## src/rtl/memory_stage.sv

```systemverilog
// memory_stage: memory-access pipeline stage between the execute register
// and the memory/writeback register.
//
// Ports
//   clk, reset             clock and synchronous active-high reset
//   dataE                  registered execute bundle (address/ALU result, store data, control)
//   dataM                  memory bundle for the memory/writeback register
//   stallM                 high while a dbus transaction is outstanding; holds upstream
//   dreq_valid/addr/size/strobe/data   dbus request
//   dresp_addr_ok          address accepted (not used for sequencing)
//   dresp_data_ok          transaction complete
//   dresp_data             read data, full 8-byte lane
//
// state | meaning
// IDLE  | no transaction; dataM follows dataE, request issued straight from dataE
// WAIT  | request outstanding, held from the request register
// DONE  | response captured; dataM shows the load result for one cycle

package memory_pkg;
  localparam int XLEN = 64;

  typedef struct packed {
    logic       memread;
    logic       memwrite;
    logic [1:0] msize;
    logic       mem_unsigned;
    logic       regwrite;
    logic       nop_signal;
  } ctl_t;

  typedef struct packed {
    logic [XLEN-1:0] pc;
    logic [XLEN-1:0] result_alu;
    logic [XLEN-1:0] wd;
    logic [4:0]      wa;
    ctl_t            ctl;
  } execute_data_t;

  typedef struct packed {
    logic [XLEN-1:0] pc;
    logic [XLEN-1:0] result;
    logic [4:0]      wa;
    ctl_t            ctl;
    logic            misalign;
    logic            valid;
  } memory_data_t;
endpackage

module memory_stage
  import memory_pkg::*;
#(
  parameter int XLEN     = memory_pkg::XLEN,
  parameter int STROBE_W = XLEN / 8
) (
  input  logic                clk,
  input  logic                reset,
  input  execute_data_t       dataE,
  output memory_data_t        dataM,
  output logic                stallM,
  output logic                dreq_valid,
  output logic [XLEN-1:0]     dreq_addr,
  output logic [2:0]          dreq_size,
  output logic [STROBE_W-1:0] dreq_strobe,
  output logic [XLEN-1:0]     dreq_data,
  input  logic                dresp_addr_ok,
  input  logic                dresp_data_ok,
  input  logic [XLEN-1:0]     dresp_data
);

  typedef enum logic [1:0] {IDLE, WAIT, DONE} state_t;

  typedef struct packed {
    logic [XLEN-1:0]     addr;
    logic [1:0]          size;
    logic                uns;
    logic [STROBE_W-1:0] strobe;
    logic [XLEN-1:0]     data;
  } req_t;

  state_t          state, state_next;
  req_t            req_d, req_q, req_out;
  logic [XLEN-1:0] result_q;
  logic [XLEN-1:0] shifted;
  logic [XLEN-1:0] rdata_ext;
  logic [STROBE_W-1:0] size_mask;
  logic            mem_op;
  logic            misaligned;
  logic            sgn;

  // Completion is defined only by data_ok; address acceptance is ignored.
  logic unused_addr_ok;
  assign unused_addr_ok = dresp_addr_ok;

  // Request as it would be issued from the current execute bundle.
  always_comb begin
    mem_op = !dataE.ctl.nop_signal && (dataE.ctl.memread || dataE.ctl.memwrite);

    misaligned = 1'b0;
    size_mask  = '1;
    case (dataE.ctl.msize)
      2'd0: size_mask = STROBE_W'(8'h01);
      2'd1: begin
        size_mask  = STROBE_W'(8'h03);
        misaligned = dataE.result_alu[0];
      end
      2'd2: begin
        size_mask  = STROBE_W'(8'h0F);
        misaligned = dataE.result_alu[1:0] != 2'b00;
      end
      default: begin
        size_mask  = '1;
        misaligned = dataE.result_alu[2:0] != 3'b000;
      end
    endcase

    req_d.addr   = dataE.result_alu;
    req_d.size   = dataE.ctl.msize;
    req_d.uns    = dataE.ctl.mem_unsigned;
    req_d.strobe = dataE.ctl.memwrite ? (size_mask << dataE.result_alu[2:0]) : '0;
    req_d.data   = dataE.wd << {dataE.result_alu[2:0], 3'b000};
  end

  // Load extraction always works on the registered request, which is what
  // the bus is answering.
  always_comb begin
    shifted = dresp_data >> {req_q.addr[2:0], 3'b000};
    sgn     = !req_q.uns;
    case (req_q.size)
      2'd0:    rdata_ext = {{(XLEN-8){sgn & shifted[7]}}, shifted[7:0]};
      2'd1:    rdata_ext = {{(XLEN-16){sgn & shifted[15]}}, shifted[15:0]};
      2'd2:    rdata_ext = {{(XLEN-32){sgn & shifted[31]}}, shifted[31:0]};
      default: rdata_ext = dresp_data;
    endcase
  end

  always_ff @(posedge clk) begin
    if (reset) begin
      state    <= IDLE;
      req_q    <= '0;
      result_q <= '0;
    end else begin
      state <= state_next;
      if (state == IDLE && state_next == WAIT)
        req_q <= req_d;
      if (state == WAIT && dresp_data_ok)
        result_q <= rdata_ext;
    end
  end

  always_comb begin
    state_next     = state;
    stallM         = 1'b0;
    dreq_valid     = 1'b0;
    dataM.pc       = dataE.pc;
    dataM.result   = dataE.result_alu;
    dataM.wa       = dataE.wa;
    dataM.ctl      = dataE.ctl;
    dataM.misalign = 1'b0;
    dataM.valid    = !dataE.ctl.nop_signal;

    case (state)
      IDLE: begin
        if (mem_op && misaligned) begin
          dataM.misalign     = 1'b1;
          dataM.ctl.regwrite = 1'b0;
          dataM.ctl.memwrite = 1'b0;
        end else if (mem_op) begin
          dreq_valid  = 1'b1;
          stallM      = 1'b1;
          dataM.valid = 1'b0;
          state_next  = WAIT;
        end
      end
      WAIT: begin
        dreq_valid  = 1'b1;
        stallM      = 1'b1;
        dataM.valid = 1'b0;
        if (dresp_data_ok)
          state_next = DONE;
      end
      DONE: begin
        dataM.result = result_q;
        dataM.valid  = 1'b1;
        state_next   = IDLE;
      end
      default: state_next = IDLE;
    endcase
  end

  assign req_out     = (state == IDLE) ? req_d : req_q;
  assign dreq_addr   = req_out.addr;
  assign dreq_size   = {1'b0, req_out.size};
  assign dreq_strobe = req_out.strobe;
  assign dreq_data   = req_out.data;

endmodule

```

## config.mk

```make
export PLATFORM = sky130hd
export DESIGN_NAME = memory_stage
export DESIGN_NICKNAME = d
export VERILOG_FILES = /design/src/rtl/memory_stage.sv
export SDC_FILE = /design/constraint.sdc
export NUM_CORES = 1
export LEC_CHECK = 0
export ABC_AREA = 1
export BUFFER_PORTS_ARGS = -buffer_cell sky130_fd_sc_hd__clkbuf_2
export CORE_AREA = 2 2 214 216
export CTS_CLUSTER_SIZE = 25
export DETAILED_ROUTE_END_ITERATION = 16
export DIE_AREA = 0 0 216 218
export PLACE_DENSITY = 0.56
export SYNTH_ARGS = -nofsm -noshare
export SYNTH_HDL_FRONTEND = slang
export SYNTH_SLANG_ARGS = --single-unit
```

## constraint.sdc

```tcl
create_clock -name clk -period 3.8 [get_ports clk]
set_input_delay 0.19 -clock clk [delete_from_list [all_inputs] [get_ports clk]]
set_output_delay 0.19 -clock clk [all_outputs]
set_load 0.02 [all_outputs]
```

==> flow_summary.yaml <==
global_routing:
  grt_max_degree: 102
  gr-usage-all-layers_pct: 24.4
  grt_pass1_wl_mm: 89.8
  grt_pass1_vias: 15000
  grt_overflow: 0
  antenna_found_initial: 3
die:
  die_area_mm2: 0.0471
  die_h_um: 218
  core_mm2: 0.0449
  floorplan.initialDensity_pct: 31.2
  die_w_um: 216
  rows: 78
  ios: 555
timing:
  fmax_ghz: 0.290
  rsz0062_at_grt: "false"
  max-slew-margin-rel_pct: 19.8
  finalSetupViolCount: 0
  finalMaxSlewViolations: 0
  tightest_slew_ns: 1.20
  fin_skew_ns: 0.0225
  fin_tns_setup_ns: 0
  hold_viol: 0
  finalCritPeriodShare_pct: 90.6
  period_needed_ns: 3.44
detailed_routing:
  ant_nets: 0
  vias: 16500
  post_drt_wl_per_cell_um: 18.6
  drt_pass1_iterations: 5
  drt_first_iter_violations: 1580
  wirelength_mm: 60.5
  drc: 0
  viasPerCell: 5.08
final_layout:
  drive_gt1_share_pct: 20.4
  multiInputGateArea_mm2: 0.00775
  fill_cells: 4931
  fin_nets: 2899
  area_growth_pct: 23.4
  finalNonFillerCells: 3247
  register_area_mm2: 0.00411
cts:
  post_cts_buffers: 0
  clock_sinks: 205
  tritoncts: "yes"
  cts_resized: 0
  cts_root_buffer: "clkbuf_16"
  numCtsBuffers: 26
  insertion_delay_ns: 0.55
  h-tree-depth: 1
  clockBufferDepth: 3
  path_clk_slew_ns: 0.06
  cts-hold-fix-buffers: 67
power:
  ir_worst_vdd_uv: 306
  cellPowerDensity_mw_per_mm2: 399
  p_leak_nw: 8.31
  total_power_mw: 6.90
yosys:
  async_flop_share_pct: 0
  syn_nets: 2620
  synth_area_mm2: 0.0140
  synth_edf_count: 0
  syn_avg_cell_area_um2: 5.96
  synth_ff_type: "dfxtp_1"
  yosysWarningCount: 0
  synth_area_leader_cell: "dfxtp_1"
  synth_most_common_cell: "nand2_1"
  yosys-top-cells-count: "671 x nand2_1, 400 x o21ai_0, 205 x dfxtp_1, 204 x inv_1, 165 x nor2_1"
  ys_ff_latch: 205
  netlist.area_leader.share_pct: 29.3
  ys_seq_area_share_pct: 29.3
  synth_area_leaders: "dfxtp_1 29%, nand2_1 18%, o21ai_0 14%, nand3_1 5.8%, a21oi_1 5.6%"
  synth_cells: 2348
  post_synth_num_cell_types: 41
worst_setup_path:
  cp.required_ns: 3.61
  worst-endpoint-arrival_ns: 3.25
  path_class: "register to output port"
  start_kind: "register"
  cp_max_fo: 28
  cp-end-kind: "output port"
worst_hold_path:
  hold_class: "input port to register"
placement:
  gp_congestion: 0.950
  dp_hpwl_mm: 43.4
  numPortBuffers: 414
  placed_cells: 3132
outcome:
  outcome: "finished, final reports clean"
run:
  maxCapViolations: 0
## kinds of logic after synthesis
logic type,share of synthesized area (%)
other cells,0.0268
mux,2.32
compound gates,23.3
flops,29.3
buf+inv,15.4
simple gates,29.5
## registers in the layout, indices dropped and copies added (netlist names)
register / cells
req_q: 139
result_q: 64
state: 2
## final timing paths
path                                       to  depth (start not counted)  slack, ns  startpoint
worst max-delay path            dreq_data[21]                          7       0.36    state[1]
worst min-delay path               req_q[134]                          3       0.01  dataE[135]
worst max register to register   result_q[62]                         10       0.95   req_q[77]
worst min register to register      req_q[97]                          2       0.45   req_q[97]
## placed cells by master, fill, tap and decap left out, types with 8 or more instances in the layout
master / instances
a21oi_1: 157
a22oi_1: 14
a31oi_1: 12
buf_4: 21
clkbuf_16: 27
clkbuf_2: 413
dfxtp_1: 204
dlygate4sd3_1: 67
inv_1: 203
mux2_2: 28
nand2_1: 670
nand3_1: 163
nand4_1: 8
nor2_1: 165
o21ai_0: 400
o21ai_1: 12
## metal layers
metal | part of all wire (%) | GRT usage (%) | up-vias
met2 | 48 | 42.6 | 740
li1 | - | - | 8064
met4 | 2.4 | 6.46 | 2
met1 | 41 | 30.9 | 7623
met5 | 0.021 | 0 | -
met3 | 8.3 | 4.59 | 80
## stage by stage
step	hold WS (ns)	utilization, %	cell area (um2)	setup WS [ns]
3_5_place_dp	0.380	35.0	15700	0.915
4_1_cts	0.00226	38.5	17300	0.312
3_3_place_gp	0.380	35.0	15700	0.909
5_1_grt	0.0287	38.5	17300	0.140
2_1_floorplan	0.352	-	14000	1.93
6_report	0.00996	38.5	17300	0.356
## worst max-delay path, stage by stage (launching register included)
cell and delay, ns:
dfxtp_1 0.46, nor2_4 0.05, inv_2 0.42, nor2_1 0.08, buf_4 0.19, inv_1 0.70, o21ai_0 0.50, clkbuf_2 0.28
## final cells by class
cell class	count	area share, %
flip-flops and latches	205	23.8
multi-input cells	1676	44.9
diodes	1	0.0145
well taps	600	4.35
clock buffers	37	4.36
clock inverters	10	0.739
repair buffers	505	17.2
inverters	213	4.65
## power by group
part | leakage (nW) | internal [mW] | switching, mW
sequential | 1.67 | 2.29 | 0.0581
combinational | 6.21 | 0.595 | 1.36
clock | 0.435 | 1.58 | 1.03
total | 8.31 | 4.46 | 2.44
Note: power is estimated with default switching activity, not from simulation.
